<file path="src/rtl/shared_reg_arbiter.sv">
// Two-client round-robin/fixed-priority arbiter that sequences writes into one shared register.
// Build option: define RR_EN for round-robin tie-break; otherwise client 0 wins ties.
//
// state | meaning
// IDLE  | no grant outstanding
// G0    | client 0 granted, d0 captured on the edge ending this cycle
// G1    | client 1 granted, d1 captured on the edge ending this cycle
module shared_reg_arbiter #(
  parameter int WIDTH = 4
) (
  input  logic             C,
  input  logic             RE,
  input  logic             req0,
  input  logic             req1,
  input  logic [WIDTH-1:0] d0,
  input  logic [WIDTH-1:0] d1,
  output logic             gnt0,
  output logic             gnt1,
  output logic [WIDTH-1:0] Q,
  output logic [WIDTH-1:0] Qnot,
  output logic [7:0]       wr_cnt
);

  typedef enum logic [1:0] {
    IDLE = 2'd0,
    G0   = 2'd1,
    G1   = 2'd2
  } state_t;

  state_t st;
  logic   lw;
  logic   e0;
  logic   e1;
  logic   tie0;

  // A client's own request is ignored during its grant cycle, so a held req alternates.
  assign e0 = req0 & (st != G0);
  assign e1 = req1 & (st != G1);

`ifdef RR_EN
  assign tie0 = lw;
`else
  // lw is still tracked but fixed priority always favours client 0.
  assign tie0 = 1'b1 | lw;
`endif

  always_ff @(posedge C or negedge RE) begin
    if (!RE) begin
      st     <= IDLE;
      gnt0   <= 1'b0;
      gnt1   <= 1'b0;
      Q      <= '0;
      wr_cnt <= 8'd0;
      lw     <= 1'b1;
    end else begin
      case (st)
        G0: begin
          Q      <= d0;
          wr_cnt <= wr_cnt + 8'd1;
          lw     <= 1'b0;
        end
        G1: begin
          Q      <= d1;
          wr_cnt <= wr_cnt + 8'd1;
          lw     <= 1'b1;
        end
        default: ;
      endcase

      if (e0 && (!e1 || tie0)) begin
        st   <= G0;
        gnt0 <= 1'b1;
        gnt1 <= 1'b0;
      end else if (e1) begin
        st   <= G1;
        gnt0 <= 1'b0;
        gnt1 <= 1'b1;
      end else begin
        st   <= IDLE;
        gnt0 <= 1'b0;
        gnt1 <= 1'b0;
      end
    end
  end

  assign Qnot = ~Q;

endmodule
</file>
<file path="config.mk">
export PLATFORM = sky130hd
export DESIGN_NAME = shared_reg_arbiter
export DESIGN_NICKNAME = d
export VERILOG_FILES = /design/src/rtl/shared_reg_arbiter.sv
export SDC_FILE = /design/constraint.sdc
export NUM_CORES = 1
export LEC_CHECK = 0
export ABC_AREA = 1
export CORE_UTILIZATION = 39
export CTS_CLUSTER_DIAMETER = 40
export CTS_CLUSTER_SIZE = 24
export DETAILED_ROUTE_END_ITERATION = 8
export MAX_ROUTING_LAYER = met4
export PLACE_DENSITY = 0.73
export SLEW_MARGIN = 10
export SYNTH_ARGS = -nofsm -noshare
export SYNTH_HDL_FRONTEND = slang
export SYNTH_SLANG_ARGS = --single-unit
</file>
<file path="constraint.sdc">
create_clock -name C -period 1.7 [get_ports C]
set_input_delay 0.34 -clock C [delete_from_list [all_inputs] [get_ports C]]
set_output_delay 0.34 -clock C [all_outputs]
set_load 0.005 [all_outputs]
</file>
## Yosys cells after proc, flatten, opt, wreduce, memory -nomap -nowiden

Index checks and enable logic that the tools add are counted.

| cells by class | value |
|---|---|
| reduce and logical (&&, ||, !) cells | 2 |
| bitwise operators | 3 |
| multiplexer cells | 6 |
| eq/ne operators | 4 |
| add/subtract/negate cells | 1 |

Operator list:

| kind | number |
|---|---|
| $add A8 B1 Y8 const B | 1 |
| $pmux W4 S2 | 1 |
| $mux W2 | 2 |
| $not A4 Y4 | 1 |
| $mux W1 | 3 |
| $and A1 B1 Y1 | 2 |
| $eq A2 B1 Y1 const B | 1 |
| $eq A2 B2 Y1 const B | 1 |
| $ne A2 B1 Y1 const B | 1 |
| $ne A2 B2 Y1 const B | 1 |
| $reduce_bool A2 Y1 | 1 |
| $reduce_or A2 Y1 | 1 |

| word-level totals | value |
|---|---|
| register bits | 16 |
| logic and storage cells | 21 |
| output and inout port bits | 18 |

## Logic depth before layout (Yosys ltp)

Gate-level depths: netlist (run 1).

| logic depth | value |
|---|---|
| depth after elaboration | 4 |
| gate-level depth with buffers | 8 |
| depth with buffers taken out | 8 |

## Worst setup path before layout (run 1)

OpenSTA, ideal clock, no wires.

| timing path | value |
|---|---|
| path kind | reg-to-reg |
| start point | reg st[0] |
| end point | reg wr_cnt[7] |
| required time | 1587 ps |
| slack | 416 ps |
| path buffers | 0 |
| library setup time | 113 ps |
| cell stages (with the launch flop) | 9 |
| arrival time | 1171 ps |
| cells stage by stage | dfrtp_1 > inv_1 > ha_1 > inv_2 > nand3_1 > nor2_2 > nand3_1 > nand2_1 > inv_1 |

| on the way | value |
|---|---|
| cells in the longest elaborated chain, start to end | 2 |

RTL lines:

| item | RTL line | RTL |
|---|---|---|
| start, declared | 30 | `state_t st;` |
| start signal, assigned | 49 | `st <= IDLE;` |
| start signal, assigned | 71 | `st <= G0;` |
| start signal, assigned | 75 | `st <= G1;` |
| $eq A2 B2 Y1 / $eq A2 B1 Y1 (equally long branches) | -- |  |
| $reduce_or A2 Y1 (no line) (*) | -- |  |
| end signal, assigned | 59 | `wr_cnt <= wr_cnt + 8'd1;` |
| end signal, assigned | 64 | `wr_cnt <= wr_cnt + 8'd1;` |
| end, declared | 21 | `output logic [7:0] wr_cnt` |

Mark *: on every way between the ends. The rest lies on a longest branch, timed or not.
A chain may end at the register's enable or synchronous reset.

## Worst setup path in the final report (run 1)

| timing path | value |
|---|---|
| start point | reg wr_cnt[3] |
| end point | out wr_cnt[3] |

No word-level cell between the ends.

==> flow_metrics.py, run 1 <==
metrics = {
    "outcome": {
        "status": "finished, final reports clean",
    },
    "clocking": {
        "cts.sinks": 14,
        "ctsHoldBuffers": 0,
        "postCtsSetupBuffers": 0,
        "cts_tree": "done",
        "cts_buffers": 3,
        "cts_max_level": 1,
        "cts_buffer_depth": 2,
        "insertion_delay_ns": 0.27,
        "root_buffer": "clkbuf_4",
        "cts.repair.resized": 0,
        "cts.clk_slew.worst_paths_ns": 0.07,
    },
    "sta": {
        "period_needed_ns": 1.60,
        "relSlewSlack_pct": 81.1,
        "rsz0062_at_grt": "false",
        "maxSlewViolCount": 0,
        "fin_skew_ns": 0.000447,
        "tightest_slew_ns": 0.284,
        "finalWorstSetupSlack_ns": 0.0994,
        "finalCritPeriodShare_pct": 94.2,
        "fin_setup_tns_ns": 0,
        "setup_viol": 0,
        "max_freq_ghz": 0.625,
        "final_hold_viol_count": 0,
    },
    "global_route": {
        "grt_first_pass_wirelength_mm": 2.56,
        "grt_pass1_vias": 567,
        "track_usage_pct": 19.0,
        "grt_max_degree": 15,
        "antenna_found_initial": 0,
        "grt_overflow_total": 0,
    },
    "logic_synthesis": {
        "synthTopCellsByArea": "dfrtp_1 (53%), inv_1 (7.3%), nand2_1 (6.8%)",
        "ys_seq_area_share_pct": 52.7,
        "async_flop_share_pct": 100,
        "synth_area_leader_cell": "dfrtp_1",
        "ys_ff_latch": 14,
        "synthMostInstantiatedCell": "dfrtp_1",
        "synth_cell_types": 17,
        "synth_ff_type": "dfrtp_1",
        "yosysWarnings": 0,
        "avgSynthCellArea_um2": 9.36,
        "synth_edf_count": 0,
        "netlist_top_cells_count": "dfrtp_1 (14), inv_1 (13), nand2_1 (12)",
        "synth_top_area_share_pct": 52.7,
        "syn_inst": 71,
        "syn_nets": 86,
        "post_synth_instance_area_um2": 664,
    },
    "floorplan": {
        "die_y_um": 43.3,
        "initial_core_util_pct": 43.1,
        "die_area_um2": 1870,
        "io_pins": 30,
        "dieWidth_um": 43.3,
        "row_count": 14,
        "core_um2": 1540,
    },
    "critical_path": {
        "arrival_ns": 1.26,
        "r2r_slack_ns": 0.23,
        "critical_path_required_ns": 1.36,
        "endpoint_kind": "output port",
        "worst_setup_path_start_kind": "flip-flop",
        "critPathBufInv": 1,
        "r2r-start": "st[0]$_DFF_PN0_",
        "r2r-end": "wr_cnt[7]$_DFFE_PN0P_",
        "critPathSlowestCell": "clkdlybuf4s50_1",
        "worstPathMaxFanout": 6,
        "critPathMaxStageDelay_ns": 0.54,
        "path_cells": "clkdlybuf4s50_1",
        "crit_type": "flip-flop to output port",
        "critical-path-top-delay-family": "buffers and inverters",
        "r2r_cells": 8,
    },
    "cells_and_area": {
        "area_growth_pct": 51.2,
        "finish.utilization_pct": 65.2,
        "drive_gt1_share_pct": 7.69,
        "fin_nets": 121,
        "antenna_cells": 0,
        "n_fill_cell": 132,
    },
    "route": {
        "wl_met1_um": 651,
        "antenna_left": 0,
        "dr_total_vias": 605,
        "met2_length_um": 669,
        "first_iter_violations": 13,
        "drt_wl_total_mm": 1.52,
        "avgViaCountPerCell": 5.04,
        "dr_wl_met3_um": 163,
        "routedWlPerCell_um": 12.7,
        "maxUsedRoutingLayer": "met4",
        "drc": 0,
        "first_pass_iters": 4,
    },
    "place": {
        "post-dp-hpwl_mm": 1.17,
        "gp_congestion": 0.799,
        "pre_cts_slack_ns": 0.226,
        "io_buffers": 29,
    },
    "power_and_ir_drop": {
        "power.density_nw_per_um2": 1260,
        "irDropWorstVdd_uv": 810,
        "p_leak_nw": 0.508,
    },
    "worst_hold_path": {
        "worstHoldPathType": "input pin to async pin",
    },
    "job": {
        "drv_cap": 0,
    },
}
## power by group
| part | switching (mW) | internal, mW | total, mW |
|---|---|---|---|
| Combinational | 0.197 | 0.338 | 0.534 |
| Clock | 0.0974 | 0.0821 | 0.179 |
| Sequential | 0.116 | 0.435 | 0.551 |
| Total | 0.410 | 0.855 | 1.27 |
## metrics by stage
stage          power (mW)  hold slack [ns]  instances  instance area [µm²]
6_report             1.27            0.372        120                 1000
2_1_floorplan       0.757           0.0444         71                  664
3_3_place_gp         1.08            0.481        117                  982
5_1_grt              1.35            0.388        120                 1000
3_5_place_dp         1.09            0.493        117                  982
4_1_cts              1.28            0.372        120                 1000
## state kept, by name, indices dropped and copies added, names as in the netlist
| name | count |
|---|---|
| Q | 4 |
| gnt1 | 1 |
| wr_cnt | 8 |
| st | 1 |
## routing by layer
layer / vias up / global-route usage [%]
met4: 0 / 9.09
met1: 272 / 25.1
li1: 293 / -
met2: 35 / 27.8
met3: 5 / 3.83
met5: - / -
## cell usage in the layout, fill, tap and decap left out, types with 2 or more instances in the layout
master,instances
ha_1,3
clkdlybuf4s50_1,29
xnor2_1,2
buf_4,2
clkbuf_4,3
nand3_1,5
inv_1,13
dfrtp_1,14
a21oi_1,4
nand2_1,12
nor2_1,4
xor2_1,3
a22oi_1,4
## worst max path at each step
stage,from,end,depth (start not counted),slack (ns)
after CTS,wr_cnt[3]$_DFFE_PN0P_,wr_cnt[3],1,0.09
after floorplan,st[0]$_DFF_PN0_,wr_cnt[7]$_DFFE_PN0P_,8,0.42
after detailed placement,st[0]$_DFF_PN0_,wr_cnt[7]$_DFFE_PN0P_,8,0.23
after global placement,st[0]$_DFF_PN0_,wr_cnt[7]$_DFFE_PN0P_,8,0.30
after global routing,Q[1]$_DFFE_PN0P_,Qnot[1],2,0.06
final,wr_cnt[3]$_DFFE_PN0P_,wr_cnt[3],1,0.1
## cells by family after synthesis
| family | synth area share (%) |
|---|---|
| simple gates | 17.3 |
| buf+inv | 9.04 |
| flops | 52.7 |
| compound gates | 8.66 |
| xor+xnor | 6.59 |
| fa+ha+maj | 5.65 |
## final cells by class
| type | instances | area (µm²) | area share, % |
|---|---|---|---|
| clock buffers | 3 | 22.5 | 2.24 |
| inverters | 14 | 52.6 | 5.23 |
| multi-input cells | 42 | 254 | 25.3 |
| flip-flops and latches | 14 | 350 | 34.9 |
| well taps | 16 | 20.0 | 1.99 |
| repair buffers | 31 | 305 | 30.4 |
Power figures use the tool's default switching activity.
==> run 2: changes to the inputs <==
--- a/config.mk
+++ b/config.mk
@@ -6,6 +6,7 @@
 export NUM_CORES = 1
 export LEC_CHECK = 0
 export ABC_AREA = 1
+export ABC_CLOCK_PERIOD_IN_PS = 1700
 export CORE_UTILIZATION = 39
 export CTS_CLUSTER_DIAMETER = 40
 export CTS_CLUSTER_SIZE = 24
==> results of run 2 <==
The final DEF is identical to that of run 1; final timing and power are the same.
==> run 3: changes to the inputs <==
--- a/config.mk
+++ b/config.mk
@@ -7,12 +7,14 @@
 export LEC_CHECK = 0
 export ABC_AREA = 1
 export ABC_CLOCK_PERIOD_IN_PS = 1700
-export CORE_UTILIZATION = 39
+export CORE_UTILIZATION = 50
 export CTS_CLUSTER_DIAMETER = 40
 export CTS_CLUSTER_SIZE = 24
 export DETAILED_ROUTE_END_ITERATION = 8
+export DONT_BUFFER_PORTS = 1
 export MAX_ROUTING_LAYER = met4
-export PLACE_DENSITY = 0.73
+export PLACE_DENSITY = 0.62
+export SKIP_CTS_REPAIR_TIMING = 1
 export SLEW_MARGIN = 10
 export SYNTH_ARGS = -nofsm -noshare
 export SYNTH_HDL_FRONTEND = slang
==> flow_metrics.py, run 3 (synthesis gave the netlist of run 1 again) <==
metrics = {
    "cells_and_area": {
        "n_fill_cell": 114,
        "final_cells": 89,
        "layout.area.seq_um2": 350,
        "reg.largest.list": "wr_cnt: 8 flops, Q: 4 flops",
        "largest_reg_flops": 8,
        "antenna_cells": 0,
        "drive_gt1_share_pct": 9.33,
        "finish.utilization_pct": 61.0,
        "area_growth_pct": 7.53,
        "multi_input_area_um2": 254,
        "mostFrequentLayoutCell": "dfrtp_1",
        "fin_area_um2": 714,
        "regMostFlops": "wr_cnt",
        "layout_common_cells": "dfrtp_1 (14), inv_1 (13), nand2_1 (12), nand3_1 (5)",
        "fin_nets": 92,
    },
    "power_and_ir_drop": {
        "p_leak_nw": 0.396,
        "irDropWorstVdd_uv": 812,
        "power.density_nw_per_um2": 1400,
        "finalPower_mw": 1.00,
    },
    "clocking": {
        "cts_buffers": 3,
        "cts_max_level": 1,
        "insertion_delay_ns": 0.28,
        "cts_tree": "done",
        "cts.sinks": 14,
        "cts_buffer_depth": 2,
        "root_buffer": "clkbuf_4",
        "cts.clk_slew.worst_paths_ns": 0.08,
    },
    "floorplan": {
        "row_count": 12,
        "core_um2": 1170,
        "initial_core_util_pct": 56.7,
        "die_y_um": 38.5,
        "die_area_um2": 1480,
        "dieWidth_um": 38.5,
        "io_pins": 30,
    },
    "global_route": {
        "grt_first_pass_wirelength_mm": 1.88,
        "grt_max_degree": 15,
        "grt_pass1_vias": 436,
        "track_usage_pct": 20.1,
        "antenna_found_initial": 0,
        "grt_overflow_total": 0,
    },
    "job": {
        "drv_cap": 0,
    },
    "sta": {
        "max_freq_ghz": 0.743,
        "holdWs_ns": 0.171,
        "tightest_slew_ns": 0.628,
        "fin_skew_ns": 0.00359,
        "period_needed_ns": 1.35,
        "fin_setup_tns_ns": 0,
        "setup_viol": 0,
        "finalWorstSetupSlack_ns": 0.354,
        "relSlewSlack_pct": 58.0,
        "maxSlewViolCount": 0,
        "rsz0062_at_grt": "false",
        "finalCritPeriodShare_pct": 79.2,
        "final_hold_viol_count": 0,
    },
    "critical_path": {
        "worst_setup_path_start_kind": "flip-flop",
        "path_cells": "inv_1, ha_1, inv_2, nand3_1, nor2_2, nand3_1, nand2_1, inv_1",
        "crit_type": "flip-flop to flip-flop",
        "critPathMaxStageDelay_ns": 0.39,
        "critical_path_required_ns": 1.88,
        "arrival_ns": 1.53,
        "worstPathMaxFanout": 5,
        "endpoint_kind": "flip-flop",
        "critPathSlowestCell": "dfrtp_1",
    },
    "route": {
        "drt_wl_total_mm": 1.16,
        "first_iter_violations": 12,
        "drc": 0,
        "routedWlPerCell_um": 13.0,
        "first_pass_iters": 3,
        "dr_total_vias": 464,
        "avgViaCountPerCell": 5.21,
        "antenna_left": 0,
    },
    "outcome": {
        "status": "finished, final reports clean",
    },
    "place": {
        "pre_cts_slack_ns": 0.346,
        "place_inst": 85,
        "dpl_cell_area_um2": 682,
        "gp_congestion": 0.727,
        "io_buffers": 0,
        "post-dp-hpwl_um": 871,
    },
    "worst_hold_path": {
        "worstHoldPathType": "input pin to flip-flop",
    },
}
run 3: cell types whose count changed in the layout (fill, tap and decap cells not counted):
cell             before  now
clkdlybuf4s50_1      29    0
dlygate4sd3_1         0    1
buf_4                 2    1
run 3: critical path, delay by kind of cell, from the launching register on:
family,cells,cell delay [ns]
AND/OR/NAND/NOR,4,0.35
flip-flops,1,0.39
adder cells (fa/ha/maj),1,0.31
buffers and inverters,3,0.19
run 3: path summary, 6_finish.rpt:
path | to | start | depth (start not counted) | slack [ns]
setup / recovery | wr_cnt[7]$_DFFE_PN0P_ | st[0]$_DFF_PN0_ | 8 | 0.35
hold / removal | st[0]$_DFF_PN0_ | req0 | 2 | 0.17
setup reg to reg | wr_cnt[7]$_DFFE_PN0P_ | st[0]$_DFF_PN0_ | 8 | 0.35
hold reg to reg | wr_cnt[6]$_DFFE_PN0P_ | wr_cnt[6]$_DFFE_PN0P_ | 1 | 0.52
max in group asynchronous | Q[3]$_DFFE_PN0P_ | RE | 1 | 0.78
min in group asynchronous | wr_cnt[5]$_DFFE_PN0P_ | RE | 1 | 0.51
run 3: metal layers:
| metal | vias to the layer above | global-route usage, % | share of wire [%] | routed length [µm] |
|---|---|---|---|---|
| met5 | - | - | 0 | 0 |
| met4 | 0 | 12.9 | 2.3 | 27 |
| li1 | 231 | - | - | - |
| met2 | 20 | 24.2 | 45 | 520 |
| met3 | 4 | 6.98 | 7.2 | 83 |
| met1 | 209 | 28.4 | 46 | 528 |
run 3: final cells by class:
type	count	area share, %
Multi-Input combinational cell	42	35.6
Timing Repair Buffer	2	2.45
Tap cell	14	2.45
Clock buffer	3	3.15
Sequential cell	14	49.0
Inverter	14	7.36
run 3: power by group:
part | internal (mW) | switching [mW]
sequential | 0.435 | 0.139
combinational | 0.110 | 0.131
clock | 0.0823 | 0.104
